--- config.mk ---
export PLATFORM = sky130hd
export DESIGN_NAME = debug_run_ctrl_flat
export DESIGN_NICKNAME = d
export VERILOG_FILES = /design/src/rtl/debug_run_ctrl_if.sv /design/src/rtl/debug_run_ctrl.sv /design/src/flat_wrapper.sv
export SDC_FILE = /design/constraint.sdc
export NUM_CORES = 1
export LEC_CHECK = 0
export CAP_MARGIN = 20
export CORE_MARGIN = 2
export CORE_UTILIZATION = 51
export CTS_BUF_LIST = sky130_fd_sc_hd__clkbuf_2 sky130_fd_sc_hd__clkbuf_4 sky130_fd_sc_hd__clkbuf_8
export DETAILED_ROUTE_END_ITERATION = 10
export PLACE_DENSITY = 0.83
export SETUP_SLACK_MARGIN = 0.15
export SLEW_MARGIN = 20
export SYNTH_ARGS = -nofsm -noshare
export SYNTH_HDL_FRONTEND = slang
export SYNTH_SLANG_ARGS = --single-unit
--- constraint.sdc ---
create_clock -name CLK -period 2.1 [get_ports CLK]
set_clock_uncertainty 0.1 [all_clocks]
set_input_delay 0.42 -clock CLK [delete_from_list [all_inputs] [get_ports CLK]]
set_output_delay 0.42 -clock CLK [all_outputs]
set_load 0.1 [all_outputs]
--- src/rtl/debug_run_ctrl_if.sv ---
// debug_run_ctrl_if: bundles the UART-RX, pipeline, dump-unit and program-memory
// signals of the debug run controller.
//   master : the controller side (drives O_*, samples I_*)
//   slave  : the environment side (drives I_*, samples O_*)
// Ports carried:
//   I_RX_DATA/I_RX_EMPTY/O_RD_UART        show-ahead RX FIFO head and pop strobe
//   I_HALT/O_CPU_EN/O_ITERACIONES         pipeline halt, clock enable, cycle count
//   I_DUMP_DONE/O_DUMP_REQ                dump unit handshake
//   O_PROG_WE/O_PROG_ADDR/O_PROG_DATA     program-memory write port
//   O_TIMEOUT                             sticky run-watchdog flag
interface debug_run_ctrl_if #(
    parameter int unsigned ADDR_W = 8
);
    logic [7:0]        I_RX_DATA;
    logic              I_RX_EMPTY;
    logic              O_RD_UART;
    logic              I_HALT;
    logic              I_DUMP_DONE;
    logic              O_DUMP_REQ;
    logic              O_CPU_EN;
    logic              O_PROG_WE;
    logic [ADDR_W-1:0] O_PROG_ADDR;
    logic [31:0]       O_PROG_DATA;
    logic [31:0]       O_ITERACIONES;
    logic              O_TIMEOUT;

    modport master (
        input  I_RX_DATA, I_RX_EMPTY, I_HALT, I_DUMP_DONE,
        output O_RD_UART, O_DUMP_REQ, O_CPU_EN, O_PROG_WE, O_PROG_ADDR,
               O_PROG_DATA, O_ITERACIONES, O_TIMEOUT
    );

    modport slave (
        output I_RX_DATA, I_RX_EMPTY, I_HALT, I_DUMP_DONE,
        input  O_RD_UART, O_DUMP_REQ, O_CPU_EN, O_PROG_WE, O_PROG_ADDR,
               O_PROG_DATA, O_ITERACIONES, O_TIMEOUT
    );
endinterface

--- src/rtl/debug_run_ctrl.sv ---
// debug_run_ctrl: host command controller between the UART RX FIFO and the CPU.
// Decodes 'L' (load program words MSB-first until HALT_WORD or last address),
// 'C' (run until I_HALT) and 'S' (single step), then requests a state dump and
// waits for it to finish. Owns the CPU clock enable and the executed-cycle count.
// Ports:
//   CLK    system clock, rising edge
//   RESET  asynchronous active-low reset
//   bus    debug_run_ctrl_if.master (RX FIFO, pipeline, dump unit, program memory)
// Optional feature: define DEBUG_TIMEOUT_EN to add a run watchdog of
// TIMEOUT_CYCLES enabled cycles that sets the sticky O_TIMEOUT flag.
// O_RD_UART and O_CPU_EN are combinational; the other strobes decode the state.
module debug_run_ctrl #(
    parameter int unsigned ADDR_W    = 8,
    parameter logic [31:0] HALT_WORD = 32'hFFFF_FFFF,
    parameter logic [7:0]  CMD_LOAD  = 8'h4C,
    parameter logic [7:0]  CMD_CONT  = 8'h43,
    parameter logic [7:0]  CMD_STEP  = 8'h53
`ifdef DEBUG_TIMEOUT_EN
    ,
    parameter logic [31:0] TIMEOUT_CYCLES = 32'd100000
`endif
) (
    input  logic             CLK,
    input  logic             RESET,
    debug_run_ctrl_if.master bus
);

    typedef enum logic [2:0] {
        S_IDLE,
        S_LOAD,
        S_LOAD_WR,
        S_RUN,
        S_STEP,
        S_DUMP_REQ,
        S_DUMP_WAIT
    } state_t;

    state_t            state_q, state_d;
    logic [ADDR_W-1:0] addr_q;
    logic [31:0]       word_q;
    logic [1:0]        byte_cnt_q;
    logic [31:0]       iter_q;

    logic rd_c, cpu_en_c, we_c, dump_req_c;
    logic load_start, byte_take, addr_inc;
`ifdef DEBUG_TIMEOUT_EN
    logic        run_start, to_hit;
    logic [31:0] run_cnt_q;
    logic        timeout_q;
`endif

    // State register
    always_ff @(posedge CLK or negedge RESET) begin
        if (!RESET) begin
            state_q <= S_IDLE;
        end else begin
            state_q <= state_d;
        end
    end

    // Next-state and strobe decode
    always_comb begin
        state_d    = state_q;
        rd_c       = 1'b0;
        cpu_en_c   = 1'b0;
        we_c       = 1'b0;
        dump_req_c = 1'b0;
        load_start = 1'b0;
        byte_take  = 1'b0;
        addr_inc   = 1'b0;
`ifdef DEBUG_TIMEOUT_EN
        run_start  = 1'b0;
        to_hit     = 1'b0;
`endif
        case (state_q)
            S_IDLE: begin
                if (!bus.I_RX_EMPTY) begin
                    rd_c = 1'b1;
                    case (bus.I_RX_DATA)
                        CMD_LOAD: begin
                            state_d    = S_LOAD;
                            load_start = 1'b1;
                        end
                        CMD_CONT: begin
                            state_d = S_RUN;
`ifdef DEBUG_TIMEOUT_EN
                            run_start = 1'b1;
`endif
                        end
                        CMD_STEP: state_d = S_STEP;
                        default:  state_d = S_IDLE;
                    endcase
                end
            end
            S_LOAD: begin
                if (!bus.I_RX_EMPTY) begin
                    rd_c      = 1'b1;
                    byte_take = 1'b1;
                    if (byte_cnt_q == 2'd3) begin
                        state_d = S_LOAD_WR;
                    end
                end
            end
            S_LOAD_WR: begin
                we_c = 1'b1;
                // The last address ends the load so the address never wraps
                if (word_q == HALT_WORD || addr_q == '1) begin
                    state_d = S_IDLE;
                end else begin
                    addr_inc = 1'b1;
                    state_d  = S_LOAD;
                end
            end
            S_RUN: begin
                cpu_en_c = !bus.I_HALT;
                if (bus.I_HALT) begin
                    state_d = S_DUMP_REQ;
                end
`ifdef DEBUG_TIMEOUT_EN
                // Leave on the enabled cycle that brings the count to the limit
                else if (run_cnt_q == TIMEOUT_CYCLES - 32'd1) begin
                    to_hit  = 1'b1;
                    state_d = S_DUMP_REQ;
                end
`endif
            end
            S_STEP: begin
                cpu_en_c = !bus.I_HALT;
                state_d  = S_DUMP_REQ;
            end
            S_DUMP_REQ: begin
                dump_req_c = 1'b1;
                state_d    = S_DUMP_WAIT;
            end
            S_DUMP_WAIT: begin
                if (bus.I_DUMP_DONE) begin
                    state_d = S_IDLE;
                end
            end
            default: state_d = S_IDLE;
        endcase
    end

    // Load datapath and executed-cycle counter
    always_ff @(posedge CLK or negedge RESET) begin
        if (!RESET) begin
            addr_q     <= '0;
            word_q     <= '0;
            byte_cnt_q <= '0;
            iter_q     <= '0;
        end else begin
            if (load_start) begin
                addr_q     <= '0;
                byte_cnt_q <= '0;
            end else begin
                if (byte_take) begin
                    word_q     <= {word_q[23:0], bus.I_RX_DATA};
                    byte_cnt_q <= byte_cnt_q + 2'd1;
                end
                if (addr_inc) begin
                    addr_q <= addr_q + ADDR_W'(1);
                end
            end
            if (cpu_en_c) begin
                iter_q <= iter_q + 32'd1;
            end
        end
    end

`ifdef DEBUG_TIMEOUT_EN
    // Run watchdog: counts enabled RUN cycles, flag sticky until next load
    always_ff @(posedge CLK or negedge RESET) begin
        if (!RESET) begin
            run_cnt_q <= '0;
            timeout_q <= 1'b0;
        end else begin
            if (run_start) begin
                run_cnt_q <= '0;
            end else if (cpu_en_c && state_q == S_RUN) begin
                run_cnt_q <= run_cnt_q + 32'd1;
            end
            if (load_start) begin
                timeout_q <= 1'b0;
            end else if (to_hit) begin
                timeout_q <= 1'b1;
            end
        end
    end

    assign bus.O_TIMEOUT = timeout_q;
`else
    assign bus.O_TIMEOUT = 1'b0;
`endif

    // Pop is held off while reset is asserted so every output reads 0
    assign bus.O_RD_UART     = rd_c & RESET;
    assign bus.O_CPU_EN      = cpu_en_c;
    assign bus.O_PROG_WE     = we_c;
    assign bus.O_DUMP_REQ    = dump_req_c;
    assign bus.O_PROG_ADDR   = addr_q;
    assign bus.O_PROG_DATA   = word_q;
    assign bus.O_ITERACIONES = iter_q;

endmodule

--- src/flat_wrapper.sv ---
// flat-port wrapper written by rule: the top's interface ports become plain ports
module debug_run_ctrl_flat 
#(
    parameter int unsigned ADDR_W    = 8,
    parameter logic [31:0] HALT_WORD = 32'hFFFF_FFFF,
    parameter logic [7:0]  CMD_LOAD  = 8'h4C,
    parameter logic [7:0]  CMD_CONT  = 8'h43,
    parameter logic [7:0]  CMD_STEP  = 8'h53

)
  (CLK, RESET, bus_I_RX_DATA, bus_I_RX_EMPTY, bus_I_HALT, bus_I_DUMP_DONE, bus_O_RD_UART, bus_O_DUMP_REQ, bus_O_CPU_EN, bus_O_PROG_WE, bus_O_PROG_ADDR, bus_O_PROG_DATA, bus_O_ITERACIONES, bus_O_TIMEOUT);
  debug_run_ctrl_if #(.ADDR_W(ADDR_W)) bus_i ();
  input  logic CLK;
  input  logic RESET;
  input wire logic [$bits(bus_i.I_RX_DATA)-1:0] bus_I_RX_DATA;
  input wire logic [$bits(bus_i.I_RX_EMPTY)-1:0] bus_I_RX_EMPTY;
  input wire logic [$bits(bus_i.I_HALT)-1:0] bus_I_HALT;
  input wire logic [$bits(bus_i.I_DUMP_DONE)-1:0] bus_I_DUMP_DONE;
  output wire logic [$bits(bus_i.O_RD_UART)-1:0] bus_O_RD_UART;
  output wire logic [$bits(bus_i.O_DUMP_REQ)-1:0] bus_O_DUMP_REQ;
  output wire logic [$bits(bus_i.O_CPU_EN)-1:0] bus_O_CPU_EN;
  output wire logic [$bits(bus_i.O_PROG_WE)-1:0] bus_O_PROG_WE;
  output wire logic [$bits(bus_i.O_PROG_ADDR)-1:0] bus_O_PROG_ADDR;
  output wire logic [$bits(bus_i.O_PROG_DATA)-1:0] bus_O_PROG_DATA;
  output wire logic [$bits(bus_i.O_ITERACIONES)-1:0] bus_O_ITERACIONES;
  output wire logic [$bits(bus_i.O_TIMEOUT)-1:0] bus_O_TIMEOUT;
  assign bus_i.I_RX_DATA = bus_I_RX_DATA;
  assign bus_i.I_RX_EMPTY = bus_I_RX_EMPTY;
  assign bus_i.I_HALT = bus_I_HALT;
  assign bus_i.I_DUMP_DONE = bus_I_DUMP_DONE;
  assign bus_O_RD_UART = bus_i.O_RD_UART;
  assign bus_O_DUMP_REQ = bus_i.O_DUMP_REQ;
  assign bus_O_CPU_EN = bus_i.O_CPU_EN;
  assign bus_O_PROG_WE = bus_i.O_PROG_WE;
  assign bus_O_PROG_ADDR = bus_i.O_PROG_ADDR;
  assign bus_O_PROG_DATA = bus_i.O_PROG_DATA;
  assign bus_O_ITERACIONES = bus_i.O_ITERACIONES;
  assign bus_O_TIMEOUT = bus_i.O_TIMEOUT;
  debug_run_ctrl #(.ADDR_W(ADDR_W), .HALT_WORD(HALT_WORD), .CMD_LOAD(CMD_LOAD), .CMD_CONT(CMD_CONT), .CMD_STEP(CMD_STEP)) u_core (.CLK(CLK), .RESET(RESET), .bus(bus_i));
endmodule
==> reports/metrics.cfg, run 1 <==
[outcome]
outcome=finished clean

[critical_path]
crit_end_category=output pin
path_class=flop to output pin
critical_path.top_delay_family=simple AND/OR/NAND/NOR gates
path_cells=or3b_4, a21oi_4, buf_12
critPathBufInv=1
critical_path_capture_point=bus_O_CPU_EN
reg2regPathDepth=8
timing.critical_path.arrival_ns=1.58
max_incr_delay_on_cp_ns=0.43
worst-path-max-fanout=4
critical_path_depth=3
crit_slowest_cell=or3b_4
r2r-end=u_core.bus.O_ITERACIONES[14]$_DFFE_PN0P_
timing.critical_path.required_ns=1.58
crit_start=u_core.state_q[0]$_DFFE_PN0P_
reg2reg_setup_slack_ns=0.03
worstSetupStartpointType=flop
crit-reg2reg-launch=u_core.state_q[0]$_DFFE_PN0P_

[sta]
final.min_clock_period_ns=2.10
rsz0062_at_grt=yes
setup_viol=0
max_freq_ghz=0.477
finalHoldWorstSlack_ns=0.0642
worst_max_slew_margin_expressed_relative_to_the_limit_pct=66.6
final_min_period_over_clock_period_pct=99.8
finalMaxSlewViolations=0
fin_setup_tns_ns=0
final_hold_viol_count=0
worst_pin_slew_ns=0.502

[drt]
detailedRoute.firstIterationViolations=252
wl_met1_mm=3.90
via_per_inst=5.49
met3_wirelength_um=369
postRouteWirelength_mm=9.09
drt_pre_antenna_iters=4
highest_metal_layer_used_by_the_detailed_router=met4
route.detailed.drc=0
ant_nets=0
dr_total_vias=2894
routedWlPerCell_um=17.2
met2WireLength_mm=4.66

[clocking]
cts-buffers-inserted=9
worst_setup_hold_path_clk_slew_ns=0.09
cts_hold_buffers=0
worst_skew_pair.late_latency_ns=0.36
clock-root-buffer=clkbuf_8
cts.path.max_buffers=2
h_tree_levels=3
clock-sinks=77
clock_tree_from_tritoncts=yes

[logic_synthesis]
synth-async-reset-ratio_pct=100
synth_most_common_cell=dfrtp_1
synthesis.area_um2=3580
list_of_most_frequent_post_synthesis_cells=77 x dfrtp_1, 34 x mux2_2, 29 x nand2_1
synth_largest_area_cell=dfrtp_1
synth.yosys.seq_area_share_pct=53.8
synthTopCellsByArea=dfrtp_1 54%, mux2_2 11%, xnor2_1 4.4%
syn_area_per_cell_um2=11.6
synth_edf_count=0
ys_seq_elements=77
syn_nets=324
yosys.cell_types.count=43
post_synth_inst_count=308
yosysTopAreaCellShare_pct=53.8
synth_top_flop_cell=dfrtp_1
count_of_warnings_emitted_by_yosys=0

[floorplan]
initial_core_util_pct=52.7
die_h_um=87.8
design.core.area_um2=6790
die_footprint_um2=7710
rows=30
top_ports=90
die-width_um=87.8

[global_routing]
grt_start_max_net_pins=41
grt.overflow.total=0
grtUsageTotal_pct=22.9
wire_length_of_the_first_global_routing_pass_mm=13.5
antenna_found_initial=0
first_global_vias=2740

[final_layout]
syn2layout_area_growth_pct=50.9
post_route_cells_drive_above_1_share_pct=56.6
final_nets=442
diodes=0

[power]
p_leak_nw=2.52
peakVddDrop_mv=1.17
power_per_cell_area_nw_per_um2=893

[placement]
gp_routability_congestion=0.868
dpl.hpwl_mm=5.87
port_buffers=88

[job]
cap_viol_max_count=0

[hold_path]
worst_hold_path_type=input pin to asynchronous set/reset pin

[flip-flops by register name (all words and copies together) (netlist names)]
| name | count |
|---|---|
| u_core.state_q | 3 |
| u_core.bus.O_PROG_ADDR | 8 |
| u_core.bus.O_ITERACIONES | 32 |
| u_core.byte_cnt_q | 2 |
| u_core.bus.O_PROG_DATA | 32 |
[worst reg2reg max path, cell delays in order (launching register included)]
cell and delay [ns]:
dfrtp_1 0.42, or3b_4 0.43, buf_4 0.15, buf_6 0.12, a21oi_4 0.15, and2_4 0.17, buf_6 0.13, and3_4 0.19
xor2_1 0.13
[power by group]
part           switching, W  total, W  internal [W]
sequential         0.000212   0.00186       0.00165
clock              0.000608   0.00117      0.000566
combinational       0.00130   0.00180      0.000497
total               0.00212   0.00483       0.00271
[worst min path at each step]
stage / startpoint / end / cells after the start
finish: RESET / u_core.byte_cnt_q[0]$_DFFE_PN0P_ / 2
floorplan: RESET / u_core.bus.O_ITERACIONES[14]$_DFFE_PN0P_ / 0
detailed placement: u_core.bus.O_ITERACIONES[31]$_DFFE_PN0P_ / u_core.bus.O_ITERACIONES[31]$_DFFE_PN0P_ / 1
global route: RESET / u_core.bus.O_ITERACIONES[8]$_DFFE_PN0P_ / 2
global placement: u_core.bus.O_ITERACIONES[25]$_DFFE_PN0P_ / u_core.bus.O_ITERACIONES[25]$_DFFE_PN0P_ / 1
CTS: RESET / u_core.bus.O_PROG_ADDR[6]$_DFFE_PN0P_ / 2
[repair_timing]
item,in CTS,in global routing
resized for setup,8,43
setup buffers,7,6
pin swaps,5,16
setup endpoints to repair,14,27
[area by class of cell]
class	instances	area [um2]
multi-input cells	217	1820
clock buffers	9	124
repair buffers	117	1220
flip-flops and latches	77	2030
well taps	96	120
fillers	392	1390
inverters	4	15.0
clock inverters	7	80.1
[layer usage]
| layer | global-route usage, % | vias up |
|---|---|---|
| met5 | 0 | - |
| met3 | 5.09 | 14 |
| li1 | - | 1330 |
| met2 | 36.5 | 80 |
| met4 | 7.69 | 0 |
| met1 | 31.2 | 1470 |
[stage by stage]
step | cells | area [um2] | util [%] | power, W | worst slack (ns)
3_3_place_gp | 498 | 4880 | 71.8 | 0.00364 | -0.0912
3_5_place_dp | 498 | 4880 | 71.8 | 0.00367 | -0.200
5_1_grt | 527 | 5410 | 79.6 | 0.00499 | -0.0282
4_1_cts | 521 | 5170 | 76.0 | 0.00484 | 0.0101
6_report | 527 | 5410 | 79.6 | 0.00483 | 0.00324
2_1_floorplan | 308 | 3730 | - | 0.00313 | -0.312
[cell usage in the layout, fill, tap and decap left out, drive strengths merged, types with 2 or more instances in the layout]
cell / instances
buf: 106
dfrtp: 77
mux2: 34
nand2: 30
xnor2: 18
nand4: 16
nand3: 16
xor2: 14
nor2: 14
clkdlybuf4s50: 11
clkbuf: 9
and3: 8
o21ai: 8
nor3: 8
a21oi: 8
inv: 8
mux2i: 5
and4: 4
and2: 3
nand3b: 3
nand2b: 3
nor4: 3
ha: 3
nor2b: 3
nor3b: 3
nor4b: 2
o31ai: 2
clkinvlp: 2
[kinds of logic (layout without fill, tap and decap cells)]
kind of cell             Yosys count  in the layout  synth area share [%]
flip-flops                        77             77                  53.8
other                              1              1                 0.105
AO/OA/AOI/OAI                     23             23                  4.82
adder cells (fa/ha/maj)            3              3                  1.05
AND/OR/NAND/NOR                  119            119                  18.2
multiplexers                      39             39                  12.1
buffers and inverters             14            137                  2.16
XOR/XNOR                          32             32                  7.82
Power figures use the tool's default switching activity.
==> run 2, diff against run 1 <==
--- a/config.mk
+++ b/config.mk
@@ -10,6 +10,7 @@
 export CORE_UTILIZATION = 51
 export CTS_BUF_LIST = sky130_fd_sc_hd__clkbuf_2 sky130_fd_sc_hd__clkbuf_4 sky130_fd_sc_hd__clkbuf_8
 export DETAILED_ROUTE_END_ITERATION = 10
+export GPL_TIMING_DRIVEN = 0
 export PLACE_DENSITY = 0.83
 export SETUP_SLACK_MARGIN = 0.15
 export SLEW_MARGIN = 20
==> constraint.sdc (replaced) <==
create_clock -name CLK -period 2.3 [get_ports CLK]
set_clock_uncertainty 0.1 [all_clocks]
set_input_delay 0.46 -clock CLK [delete_from_list [all_inputs] [get_ports CLK]]
set_output_delay 0.46 -clock CLK [all_outputs]
set_load 0.1 [all_outputs]
==> run 2 against run 1 <==
Count of clock-buffer cells in the layout grew 1. Combinational power fell by 17%. Utilization down 6.7 points. Sequential power down 10%. Power shrank 16%. Hold slack worse by 0.032 ns. Highest routed layer unchanged. First-iteration DRC count fell by 62%.
==> reports/metrics.cfg, run 2 (same netlist as run 1, synthesis figures left out) <==
[power]
clkPwrFrac_pct=22.2
peakVddDrop_mv=0.903
power_per_cell_area_nw_per_um2=822
cellInternalPower_w=0.00223
comb_power_share_pct=36.9
p_sw_w=0.00185
seqPwrFrac_pct=40.9
power_switching_share_pct=45.3
p_leak_nw=2.27

[critical_path]
reg2regPathDepth=9
worst-path-max-fanout=5
timing.critical_path.required_ns=1.74
worstSetupStartpointType=flop
path_class=flop to output pin
crit_end_category=output pin
reg2reg_setup_slack_ns=0.20
timing.critical_path.arrival_ns=1.74

[sta]
final_min_period_over_clock_period_pct=99.8
setup_viol=0
fin_setup_tns_ns=0
layout_setup_ws_ns=0.00454
finalHoldWorstSlack_ns=0.0325
rsz0062_at_grt=yes
max_freq_ghz=0.436
worst_pin_slew_ns=0.953
final.min_clock_period_ns=2.30
worst_max_slew_margin_expressed_relative_to_the_limit_pct=36.7
final_hold_viol_count=0
finalMaxSlewViolations=0

[global_routing]
wire_length_of_the_first_global_routing_pass_mm=13.1
first_global_vias=2738
grt.overflow.total=0
antenna_found_initial=0
grtUsageTotal_pct=21.8
grt_start_max_net_pins=44

[final_layout]
post_route_cells_drive_above_1_share_pct=47.2
diodes=0
mostFrequentLayoutCells=39 x dfrtp_2, 38 x dfrtp_1, 36 x clkdlybuf4s15_2, 33 x mux2_2, 30 x clkbuf_2
final_cell_area_um2=4950
instances_no_fill=520
final_nets=435
syn2layout_area_growth_pct=38.2
layout.cells.most_common=dfrtp_2

[clocking]
clock-root-buffer=clkbuf_8
h_tree_levels=3
cts-buffers-inserted=9
cts.path.max_buffers=2
worst_skew_pair.late_latency_ns=0.35
clock_tree_from_tritoncts=yes
worst_setup_hold_path_clk_slew_ns=0.08
clock-sinks=77

[floorplan]
design.core.area_um2=6790
rows=30
die-width_um=87.8
die_h_um=87.8
top_ports=90
die_footprint_um2=7710
initial_core_util_pct=52.7

[placement]
port_buffers=88
postPlaceCellArea_um2=4710
gp_routability_congestion=0.814
dpl.hpwl_mm=5.64
place.detailed.instances=493
pre_cts_ws_ns=-0.892

[drt]
via_per_inst=5.36
ant_nets=0
drt_pre_antenna_iters=4
detailedRoute.firstIterationViolations=97
routedWlPerCell_um=15.5
route.detailed.drc=0
postRouteWirelength_mm=8.08
dr_total_vias=2787

[job]
cap_viol_max_count=0

[hold_path]
worst_hold_path_type=input pin to asynchronous set/reset pin

[outcome]
outcome=finished clean

run 2: changes by cell type in the layout (fill, tap and decap cells not counted), sizes merged:
cell / previous run / this run
dlygate4sd2: 0 / 1
bufinv: 1 / 0
inv: 8 / 5
clkbuf: 9 / 41
clkdlybuf4s15: 0 / 42
buf: 106 / 26
clkinvlp: 2 / 1
clkinv: 0 / 4
clkdlybuf4s50: 11 / 10
run 2: cell type report:
type | instances | area (um2)
sequential | 77 | 1980
clock inverter | 6 | 40.0
clock buffer | 10 | 131
timing repair buffer | 100 | 941
multi-input combinational | 217 | 1650
fill | 489 | 1840
inverter | 4 | 15.0
buffer | 10 | 80.1
tap | 96 | 120
run 2: routing by layer:
metal  vias to the layer above  global-route usage (%)  wire length (um)
met3                        12                    4.90               404
met2                        80                    35.8              4060
li1                       1309                       -                 -
met5                         -                       0                 0
met1                      1386                    29.0              3500
met4                         0                    6.85               116
run 2: final timing paths:
path | start | end
hold / removal | RESET | u_core.bus.O_ITERACIONES[28]$_DFFE_PN0P_
setup reg to reg | u_core.state_q[0]$_DFFE_PN0P_ | u_core.bus.O_ITERACIONES[14]$_DFFE_PN0P_
max in group asynchronous | RESET | u_core.bus.O_PROG_DATA[3]$_DFFE_PN0P_
hold reg to reg | u_core.bus.O_ITERACIONES[31]$_DFFE_PN0P_ | u_core.bus.O_ITERACIONES[31]$_DFFE_PN0P_
min in group CLK | u_core.bus.O_ITERACIONES[31]$_DFFE_PN0P_ | u_core.bus.O_ITERACIONES[31]$_DFFE_PN0P_
setup / recovery | u_core.state_q[0]$_DFFE_PN0P_ | bus_O_CPU_EN
run 2: stage by stage:
step           total power (W)  utilization, %
2_1_floorplan          0.00285               -
3_3_place_gp           0.00324            68.9
3_5_place_dp           0.00326            69.3
4_1_cts                0.00412            73.4
5_1_grt                0.00424            72.9
6_report               0.00407            72.9
run 2: timing repair:
action	4_1_cts	5_1_grt
gates resized for setup	203	48
hold buffers	3	0
setup buffers	0	8
pin swaps	1	5
endpoints found under the hold margin	34	0
setup endpoints to repair	76	42
run 2: worst max-delay path, stage by stage (launching register included):
cell     delay [ns]
dfrtp_1        0.38
buf_6          0.13
or3b_4         0.42
a21oi_4        0.26
buf_12         0.21
run 2: power by group through the flow:
stage / registers [W] / clock network (W) / logic, W
global placement: 0.00169 / 0 / 0.00155
detailed placement: 0.00169 / 0 / 0.00157
CTS: 0.00167 / 0.000913 / 0.00154
global route: 0.00169 / 0.000973 / 0.00157
finish: 0.00167 / 0.000903 / 0.00150
floorplan: 0.00257 / 0 / 0.000277
